`config.mk`:
```
export PLATFORM = sky130hd
export DESIGN_NAME = fifo_reader
export DESIGN_NICKNAME = d
export VERILOG_FILES = /design/src/rtl/fifo_reader.sv
export SDC_FILE = /design/constraint.sdc
export NUM_CORES = 1
export LEC_CHECK = 0
export ABC_AREA = 1
export BUFFER_PORTS_ARGS = -buffer_cell sky130_fd_sc_hd__buf_2
export CAP_MARGIN = 0
export CORE_ASPECT_RATIO = 0.9
export CORE_UTILIZATION = 38
export CTS_CLUSTER_SIZE = 40
export DETAILED_ROUTE_END_ITERATION = 8
export PLACE_DENSITY = 0.58
export SLEW_MARGIN = 10
export SYNTH_ARGS = -nofsm -noshare
export SYNTH_HDL_FRONTEND = slang
export SYNTH_SLANG_ARGS = --single-unit
```
`constraint.sdc`:
```
create_clock -name CLK -period 5.57 [get_ports CLK]
set_input_delay 0.557 -clock CLK [delete_from_list [all_inputs] [get_ports CLK]]
set_output_delay 0.557 -clock CLK [all_outputs]
set_load 0.03 [all_outputs]
```
`src/rtl/fifo_reader.sv`:
```
// fifo_reader: read-side controller for the common FIFO.
// Issues single-cycle pops, tracks reads in flight across the FIFO
// read latency, buffers returned data locally and presents it to the
// consumer as a valid/ready stream. It never pops an empty FIFO and
// never overruns its local buffer.
//
// Ports:
//   CLK        in   clock, rising edge
//   RST        in   asynchronous active-high reset
//   FIFO_EMPTY in   registered FIFO empty flag
//   FIFO_C     in   FIFO read data (N bits)
//   FIFO_REQ   out  pop request to the FIFO
//   FLUSH      in   discard buffered and in-flight data
//   OUT_DATA   out  head-of-buffer data (N bits)
//   OUT_VALID  out  OUT_DATA valid
//   OUT_READY  in   consumer accepts on VALID & READY
//   OUT_LEVEL  out  entries held in the local buffer
//   BUSY       out  controller not idle

module fifo_reader #(
    parameter int N         = 8,
    parameter int RD_LAT    = 1,
    parameter int BUF_DEPTH = 4
) (
    input  logic                           CLK,
    input  logic                           RST,
    input  logic                           FIFO_EMPTY,
    input  logic [N-1:0]                   FIFO_C,
    output logic                           FIFO_REQ,
    input  logic                           FLUSH,
    output logic [N-1:0]                   OUT_DATA,
    output logic                           OUT_VALID,
    input  logic                           OUT_READY,
    output logic [$clog2(BUF_DEPTH+1)-1:0] OUT_LEVEL,
    output logic                           BUSY
);

    localparam int LW = $clog2(BUF_DEPTH + 1);
    localparam int PW = (BUF_DEPTH > 1) ? $clog2(BUF_DEPTH) : 1;
    localparam int CW = $clog2(BUF_DEPTH + RD_LAT + 1);

    typedef enum logic [1:0] {
        S_IDLE,
        S_ACTIVE,
        S_DRAIN
    } state_t;

    state_t          r_state;
    state_t          w_state_nxt;

    // Bit i set: a pop issued i+1 edges ago is still in flight.
    logic [RD_LAT-1:0] r_sr;
    logic [RD_LAT-1:0] w_sr_nxt;

    logic [N-1:0]    r_buf [BUF_DEPTH];
    logic [PW-1:0]   r_rd_ptr;
    logic [PW-1:0]   r_wr_ptr;
    logic [LW-1:0]   r_level;
    logic [LW-1:0]   w_level_nxt;

    logic [CW-1:0]   w_inflight;
    logic [CW-1:0]   w_inflight_nxt;
    logic [CW-1:0]   w_occ;

    logic            w_req;
    logic            w_valid;
    logic            w_pop;
    logic            w_cap;
    logic            w_flush_act;

    function automatic logic [PW-1:0] ptr_inc(input logic [PW-1:0] p);
        if (p == PW'(BUF_DEPTH - 1)) begin
            return '0;
        end
        return p + 1'b1;
    endfunction

    always_comb begin
        w_inflight = '0;
        for (int i = 0; i < RD_LAT; i++) begin
            w_inflight = w_inflight + CW'(r_sr[i]);
        end
    end

    // Occupancy counts reads in flight as already owning a buffer
    // slot, so a returning read always finds room.
    always_comb begin
        w_occ = w_inflight + CW'(r_level);
        w_req = !RST && !FIFO_EMPTY && !FLUSH &&
                (r_state != S_DRAIN) &&
                (w_occ < CW'(BUF_DEPTH));
    end

    always_comb begin
        w_sr_nxt    = '0;
        w_sr_nxt[0] = w_req;
        for (int i = 1; i < RD_LAT; i++) begin
            w_sr_nxt[i] = r_sr[i-1];
        end
    end

    always_comb begin
        w_inflight_nxt = '0;
        for (int i = 0; i < RD_LAT; i++) begin
            w_inflight_nxt = w_inflight_nxt + CW'(w_sr_nxt[i]);
        end
    end

    // A flush in ACTIVE empties the buffer on the same edge, which
    // also drops any read returning on that edge.
    always_comb begin
        w_valid     = (r_level != '0) && (r_state != S_DRAIN);
        w_pop       = w_valid && OUT_READY;
        w_flush_act = (r_state == S_ACTIVE) && FLUSH;
        w_cap       = r_sr[RD_LAT-1] && (r_state != S_DRAIN) &&
                      !w_flush_act;
        if (w_flush_act) begin
            w_level_nxt = '0;
        end else begin
            w_level_nxt = r_level + LW'(w_cap) - LW'(w_pop);
        end
    end

    always_comb begin
        w_state_nxt = r_state;
        unique case (r_state)
            S_IDLE: begin
                if (w_req) begin
                    w_state_nxt = S_ACTIVE;
                end
            end
            S_ACTIVE: begin
                if (FLUSH) begin
                    w_state_nxt = S_DRAIN;
                end else if (w_inflight_nxt == '0 &&
                             w_level_nxt == '0 && !w_req) begin
                    w_state_nxt = S_IDLE;
                end
            end
            S_DRAIN: begin
                if (w_inflight_nxt == '0) begin
                    w_state_nxt = S_IDLE;
                end
            end
            default: begin
                w_state_nxt = S_IDLE;
            end
        endcase
    end

    always_ff @(posedge CLK or posedge RST) begin
        if (RST) begin
            r_state  <= S_IDLE;
            r_sr     <= '0;
            r_level  <= '0;
            r_rd_ptr <= '0;
            r_wr_ptr <= '0;
            for (int i = 0; i < BUF_DEPTH; i++) begin
                r_buf[i] <= '0;
            end
        end else begin
            r_state <= w_state_nxt;
            r_sr    <= w_sr_nxt;
            r_level <= w_level_nxt;
            if (w_flush_act) begin
                r_rd_ptr <= '0;
                r_wr_ptr <= '0;
            end else begin
                if (w_cap) begin
                    r_buf[r_wr_ptr] <= FIFO_C;
                    r_wr_ptr        <= ptr_inc(r_wr_ptr);
                end
                if (w_pop) begin
                    r_rd_ptr <= ptr_inc(r_rd_ptr);
                end
            end
        end
    end

    assign FIFO_REQ  = w_req;
    assign OUT_VALID = w_valid;
    assign OUT_DATA  = r_buf[r_rd_ptr];
    assign OUT_LEVEL = r_level;
    assign BUSY      = (r_state != S_IDLE);

endmodule
```
==> results summary, run 1 <==
Setup repair after global routing left no endpoint under its margin. The pin slew with the least headroom to its limit is 0.6853 ns. The share of synthesized area occupied by flip-flops and latches is 0.4864.

The clock latency reported for the late side of the worst-skew pair is 0.30 ns. The power density over the cells came out at 569.3 mW/mm2. After detailed routing, the average wire length per cell comes to 14.16 um.

The number of remaining DRC errors is 0. Before antenna repair, the detailed router went through 4 iterations. The worst ir drop on vdd is 0.2099 mV.

The count of inserted antenna diode cells is 0. The die footprint came out at 0.005992 mm2. The number of pins with negative max-slew slack in the final report is 0.

The final layout contains 313 nets. The initial antenna violation count is 0. Based on the critical path, the design can be clocked at up to 361.9 MHz. The detailed-route vias per instance came out at 4.908. The element type at the critical path start is a flip-flop. Yosys attributes the largest share of cell area to sky130_fd_sc_hd__dfrtp_1, sky130_fd_sc_hd__nand2_1, sky130_fd_sc_hd__o21ai_0.

The worst relative slew slack is 0.5432. The CTS sink count came out at 42. The starting density of the core is 0.4040. The count of final setup violators is 0. The end-of-flow core utilization is 0.4543. The number of different library cells in the post-synthesis netlist is 22. The total of hold buffers inserted after clock tree synthesis came out at 0. The total non-filler cell area in the finished layout came out at 0.002430 mm2. The routed layout has 1767 vias.

The library cell used most frequently in the layout, excluding fill and tap cells, is sky130_fd_sc_hd__nand2_1. The CTS buffer count came out at 5. The routed design has 5096 um of wire. The floorplan has 25 rows.

The final weighted congestion of routability-driven global placement is 0.7965. The largest clock skew in the final design came out at 0.005254 ns. The top-area cell type share of the netlist area came out at 0.4864.

The buffer depth of the longest clock path is 2. The path category of the worst min-delay check is input pin to asynchronous set/reset pin. The DRC marker count from the first detailed-route iteration is 101. The slowest cell on the critical path is sky130_fd_sc_hd__dfrtp_1. The remaining antenna violation count after routing came out at 0. The height of the chip came out at 73.54 um. The post-synthesis instance area is 0.002161 mm2. The signal on the critical path passes through inv_1 > o21ai_0 > o22ai_1 > buf_2. The worst setup path is of the flip-flop to primary output kind. STA puts the critical path data required time at 5.01 ns. The first global-routing pass estimated 8528 um of wire.

The via count of the first global-routing pass was 1676. The pin count of the biggest net entering global routing is 43. sky130_fd_sc_hd__dfrtp_1 takes more of the synthesized area than any other cell. The run finished with clean final reports. The count of buffers from port buffering came out at 26. The maximum fanout along the worst path came out at 19. The design draws 1383 uW. The core footprint came out at 0.005349 mm2. The final period demand of the worst path is 2.763 ns.

The post-cts repair resize count came out at 0. Counting flops and latches in the post-synthesis netlist gives 42. The total congestion overflow came out at 0. The count of boundary I/O pins is 27. From synthesis to final layout, the design area changed by 12.45%. The H-tree was split into 2 levels. The count of max-cap constraint violations came out at 0. The fraction of final layout cells sized beyond drive strength 1 came out at 0.1570. The number of filler instances in the final layout came out at 560.

Of the available clock period, the critical path in the final layout requires 0.4961. In the layout the commonest cells are sky130_fd_sc_hd__nand2_1, sky130_fd_sc_hd__dfrtp_1, sky130_fd_sc_hd__o21ai_0. The worst path buffer plus inverter count came out at 2. After clock tree synthesis, the setup repair step added 0 buffers. STA classifies the critical path endpoint as a primary output. The net count after synthesis came out at 286. The average instance in the mapped netlist occupies 8.154 um2. The total negative slack for setup checks came out at 0 ns. The number of warnings issued by yosys came out at 0.

CTS placed an instance of sky130_fd_sc_hd__clkbuf_8 at the clock tree root. The die span in x is 81.49 um. The detailed-placement wirelength estimate came out at 3235 um. The data arrival time of the critical path came out at 2.21 ns.

TritonCTS built the clock tree. The cell area after placement is 0.002321 mm2. The dominant delay contributor by cell family on the critical path is flip-flops. The clock slew at the register clock pins of the worst setup and hold paths came out at 0.08 ns. The global-route usage over all layers is 0.1950. The total count of hold-check failures in the final report is 0. The delay of the slowest cell on the worst path came out at 0.79 ns. The cell count after synthesis came out at 265. The static power due to leakage is 0.001317 uW.
-- layout make-up --
cell class	instances	area (um2)	share of cell area
timing repair buffer	28	145.1	0.05973
clock inverter	3	40.04	0.01648
tap	67	83.83	0.03450
sequential	42	1051	0.4325
inverter	27	101.3	0.04171
clock buffer	5	68.82	0.02832
multi-input combinational	188	939.7	0.3867
-- worst register-to-register path, cell delays in order (launching register included) --
cell and delay [ns]:
sky130_fd_sc_hd__dfrtp_1 0.39, sky130_fd_sc_hd__inv_2 0.07, sky130_fd_sc_hd__nand3_1 0.30, sky130_fd_sc_hd__nand3_2 0.20, sky130_fd_sc_hd__ha_1 0.24, sky130_fd_sc_hd__inv_1 0.06
sky130_fd_sc_hd__ha_1 0.13, sky130_fd_sc_hd__inv_1 0.05, sky130_fd_sc_hd__fa_1 0.47, sky130_fd_sc_hd__inv_1 0.04, sky130_fd_sc_hd__o21ai_0 0.14, sky130_fd_sc_hd__nand3_1 0.09
sky130_fd_sc_hd__nand2_1 0.06, sky130_fd_sc_hd__inv_1 0.03
-- cells in the mapped netlist --
library cell,number
sky130_fd_sc_hd__nand2_1,78
sky130_fd_sc_hd__dfrtp_1,42
sky130_fd_sc_hd__o21ai_0,34
sky130_fd_sc_hd__inv_1,25
sky130_fd_sc_hd__nor2_1,20
sky130_fd_sc_hd__o21ai_1,16
sky130_fd_sc_hd__nand3_1,12
sky130_fd_sc_hd__o22ai_1,9
sky130_fd_sc_hd__ha_1,7
sky130_fd_sc_hd__nor2_4,4
sky130_fd_sc_hd__buf_2,3
sky130_fd_sc_hd__clkbuf_1,2
sky130_fd_sc_hd__inv_2,2
sky130_fd_sc_hd__nand4_1,2
sky130_fd_sc_hd__o21ai_2,2
sky130_fd_sc_hd__a31oi_1,1
sky130_fd_sc_hd__buf_12,1
sky130_fd_sc_hd__buf_6,1
sky130_fd_sc_hd__buf_8,1
sky130_fd_sc_hd__fa_1,1
sky130_fd_sc_hd__nand3_2,1
sky130_fd_sc_hd__nor2_2,1
-- sequential cells by signal (all words and copies together), names as in the netlist --
signal	cells
r_sr	1
r_buf	32
OUT_LEVEL	3
r_wr_ptr	2
r_rd_ptr	2
r_state	2
-- metrics by stage --
step | hold slack, ns | cells | worst slack (ns)
floorplan | 0.4406 | 265 | 3.151
global placement | 0.4594 | 352 | 3.001
detailed placement | 0.4638 | 352 | 2.986
CTS | 0.4205 | 360 | 2.845
global route | 0.4677 | 360 | 2.729
finish | 0.3916 | 360 | 2.807
-- cells by family after synthesis --
| logic type | share of synthesized area |
|---|---|
| DFF | 0.4864 |
| AOI/OAI and AO/OA | 0.1529 |
| buffers and inverters | 0.07875 |
| and+or+nand+nor | 0.2322 |
| adders and majority gates | 0.04980 |
-- path summary, 6_finish.rpt --
check                            startpoint           to  slack [ns]  cells past startpoint
max in group asynchronous               RST    r_buf[26]        4.80                      3
worst min-delay path                    RST    r_buf[14]        0.39                      3
worst max register to register   r_state[1]   r_state[0]        3.22                     13
min in group CLK                  r_buf[20]    r_buf[20]        0.48                      2
worst max-delay path            r_rd_ptr[0]  OUT_DATA[5]        2.81                      4
worst min register to register    r_buf[20]    r_buf[20]        0.48                      2
-- layer usage --
layer,track usage,wire [um],vias to the layer above
met2,0.2861,2323,23
met1,0.2858,2601,830
met5,0,0,-
met3,0.05217,137,4
li1,-,-,910
met4,0.04167,34,0
-- report_power, final --
| group | internal (uW) | switching (uW) | leakage, uW | total [uW] |
|---|---|---|---|---|
| Sequential | 418 | 96.9 | 0.000550 | 515 |
| Clock | 132 | 109 | 0.0000579 | 241 |
| Combinational | 191 | 436 | 0.000709 | 627 |
| Total | 741 | 642 | 0.00132 | 1380 |
Note: power is estimated with default switching activity, not from simulation.
==> run 2: changes to the inputs <==
Settings changed: PLACE_DENSITY 0.58 to 0.6.
Clock period 5.57 ns to 2.4 ns, I/O delays scaled along.
==> results summary, run 2 (same netlist as run 1, synthesis figures left out) <==
The post-route worst hold slack is 0.06723 ns (was 0.3916 ns). The category of the most critical setup path is flip-flop to flip-flop (was flip-flop to primary output). The initial antenna violation count came out at 0 (unchanged). The maximum operating frequency is 445.3 MHz. The setup slack at placement came to 0.09884 ns (was 2.986 ns). The starting density of the core was 0.4040 (unchanged). Commonest non-fill, non-tap cells in the layout: sky130_fd_sc_hd__nand2_1, sky130_fd_sc_hd__dfrtp_1, sky130_fd_sc_hd__o21ai_0 (unchanged). The remaining antenna violation count after routing was 0 (unchanged). The CTS sink count is 42 (unchanged). The final worst-path setup slack is 0.1546 ns (was 2.807 ns).

The buffer depth of the longest clock path is 2 (unchanged). The internal reg-to-reg setup slack was 0.15 ns (was 3.22 ns). The count of boundary I/O pins is 27 (unchanged).

The number of levels the H-tree was split into came out at 2 (unchanged). The end-of-flow core utilization came out at 0.4611 (was 0.4543). The path category of the worst min-delay check is input pin to asynchronous set/reset pin (unchanged). The power density over the cells is 1321 mW/mm2 (was 569.3 mW/mm2). The area overhead of the layout relative to synthesis was 14.13% (was 12.45%). The register with the most flip-flops is r_buf (unchanged). The clock latency reported for the late side of the worst-skew pair is 0.31 ns (was 0.30 ns). The cell row count is 25 (unchanged).

The detailed-placement wirelength estimate is 3298 um (was 3235 um). Result of the run: complete, no violations (unchanged). The source of the worst register-to-register timing path is r_state[0] (was r_state[1]).

The flip-flop count of the largest register after layout came out at 32 (unchanged). The worst relative slew slack came out at 0.6190 (was 0.5432). The die footprint is 0.005992 mm2 (unchanged). The master cell of the clock root buffer was sky130_fd_sc_hd__clkbuf_8 (unchanged). The number of remaining DRC errors was 0 (unchanged). The pin count of the biggest net entering global routing came out at 43 (unchanged). The count of final setup violators was 0 (unchanged). The most common library cell in the layout ignoring fill and taps is sky130_fd_sc_hd__nand2_1 (unchanged). The data arrival time of the critical path is 2.44 ns (was 2.21 ns). The pin slew with the least headroom to its limit was 0.5709 ns (was 0.6853 ns). The end of the worst register-to-register path is r_state[0] (unchanged). The total congestion overflow is 0 (unchanged). The count of cells along the worst register-to-register path was 14 (was 13). The global-route usage over all layers came out at 0.1952 (was 0.1950). The static power due to leakage is 0.001329 uW (was 0.001317 uW). The count of inserted antenna diode cells is 0 (unchanged).

The mean routed wirelength per cell came to 14.05 um (was 14.16 um). The worst ir drop on vdd is 0.5576 mV (was 0.2099 mV). The total power consumption of the routed design is 3257 uW (was 1383 uW). The total count of hold-check failures in the final report is 0 (unchanged).

The die span in x is 81.49 um (unchanged). The largest clock skew in the final design came out at 0.01090 ns (was 0.005254 ns). The height of the chip came out at 73.54 um (unchanged).

The final layout net count came to 317 (was 313). The global-route wire length before repair came to 8507 um (was 8528 um). The final weighted congestion of routability-driven global placement was 0.7449 (was 0.7965). The number of search-and-repair iterations in the first detailed-routing pass is 4 (unchanged). The number of pins with negative max-slew slack in the final report was 0 (unchanged). The detailed-route vias per instance came out at 5.019 (was 4.908). The final period demand of the worst path is 2.245 ns.

Setup repair after global routing missed its margin: no (unchanged). The clock slew at the register clock pins of the worst setup and hold paths is 0.09 ns (was 0.08 ns). The CTS buffer count is 5 (unchanged). The total negative slack for setup checks was 0 ns (unchanged). The element type at the critical path start is a flip-flop (unchanged). The fraction of final layout cells sized beyond drive strength 1 came out at 0.1650 (was 0.1570). The DRC marker count from the first detailed-route iteration came out at 142 (was 101). The total number of vias is 1827 (was 1767). The required time reported for the critical path endpoint came out at 2.60 ns (was 5.01 ns). The endpoint class of the critical path is a flip-flop (was primary output). The post-route fraction of the period consumed by the critical path came out at 0.9356. The final routed wirelength across all metal layers came out at 5113 um (was 5096 um).

The count of buffers from port buffering came to 26 (unchanged). The maximum fanout along the worst path is 4 (was 19). The core footprint came out at 0.005349 mm2 (unchanged). The via count of the first global-routing pass came out at 1730 (was 1676). The count of max-cap constraint violations is 0 (unchanged). The clock tree from TritonCTS is done (unchanged).
[run 2: cell types whose count changed in the layout (fill, tap and decap cells not counted)]
cell	change
sky130_fd_sc_hd__buf_4	+4
sky130_fd_sc_hd__nor2_2	-1
sky130_fd_sc_hd__nor2_4	+1
sky130_fd_sc_hd__clkbuf_1	+1
sky130_fd_sc_hd__o21ai_1	+1
sky130_fd_sc_hd__clkinvlp_4	+1
sky130_fd_sc_hd__clkinv_2	-2
sky130_fd_sc_hd__o21ai_0	-1
[run 2: metrics by stage]
step	std cells	cell area, um2
CTS	363	2454
detailed placement	355	2344
floorplan	265	2161
finish	364	2466
global placement	355	2344
global route	364	2466
[run 2: report_power, final]
part	total, uW	switching (uW)	internal [uW]
Sequential	1130	162	971
Combinational	1560	1080	475
Clock	564	253	311
Total	3260	1500	1760
[run 2: layer usage]
| metal | share of wire | track usage | up-vias | wire, um |
|---|---|---|---|---|
| li1 | - | - | 926 | - |
| met1 | 0.49 | 0.2649 | 863 | 2529 |
| met2 | 0.45 | 0.3019 | 32 | 2284 |
| met3 | 0.045 | 0.04969 | 6 | 229 |
| met4 | 0.014 | 0.06548 | 0 | 70 |
| met5 | 0 | 0 | - | 0 |
[run 2: worst max-delay path by stage]
| stage | slack, ns | cells past startpoint | from | end |
|---|---|---|---|---|
| detailed placement | 0.1 | 14 | r_state[0] | r_state[0] |
| global placement | 0.14 | 14 | r_state[0] | r_state[0] |
| finish | 0.15 | 14 | r_state[0] | r_state[0] |
| global route | 0.02 | 15 | r_state[1] | r_state[0] |
| floorplan | 0.09 | 15 | r_state[0] | r_state[0] |
| CTS | 0.08 | 14 | r_state[0] | r_state[0] |
[run 2: final cells by class]
class | count | area (um2)
Fill cell | 547 | 2883
Multi-Input combinational cell | 188 | 944.7
Timing Repair Buffer | 32 | 175.2
Inverter | 27 | 101.3
Sequential cell | 42 | 1051
Clock buffer | 6 | 72.57
Tap cell | 67 | 83.83
Clock inverter | 2 | 37.54
[run 2: repair_timing]
action | CTS | global route
setup endpoints to repair | 0 | 1
setup buffers | 0 | 1
hold buffers | 0 | 0
resized for setup | 0 | 2
[run 2: critical path, stage by stage, from the launching register on]
cell and delay [ns]:
sky130_fd_sc_hd__dfrtp_1 0.44, sky130_fd_sc_hd__nor2_4 0.13, sky130_fd_sc_hd__inv_2 0.06, sky130_fd_sc_hd__nand3_1 0.11, sky130_fd_sc_hd__inv_1 0.08, sky130_fd_sc_hd__ha_1 0.29, sky130_fd_sc_hd__inv_1 0.06, sky130_fd_sc_hd__ha_1 0.13
sky130_fd_sc_hd__inv_1 0.05, sky130_fd_sc_hd__fa_1 0.47, sky130_fd_sc_hd__inv_1 0.05, sky130_fd_sc_hd__o21ai_1 0.12, sky130_fd_sc_hd__nand3_1 0.08, sky130_fd_sc_hd__nand2_1 0.06, sky130_fd_sc_hd__inv_1 0.03
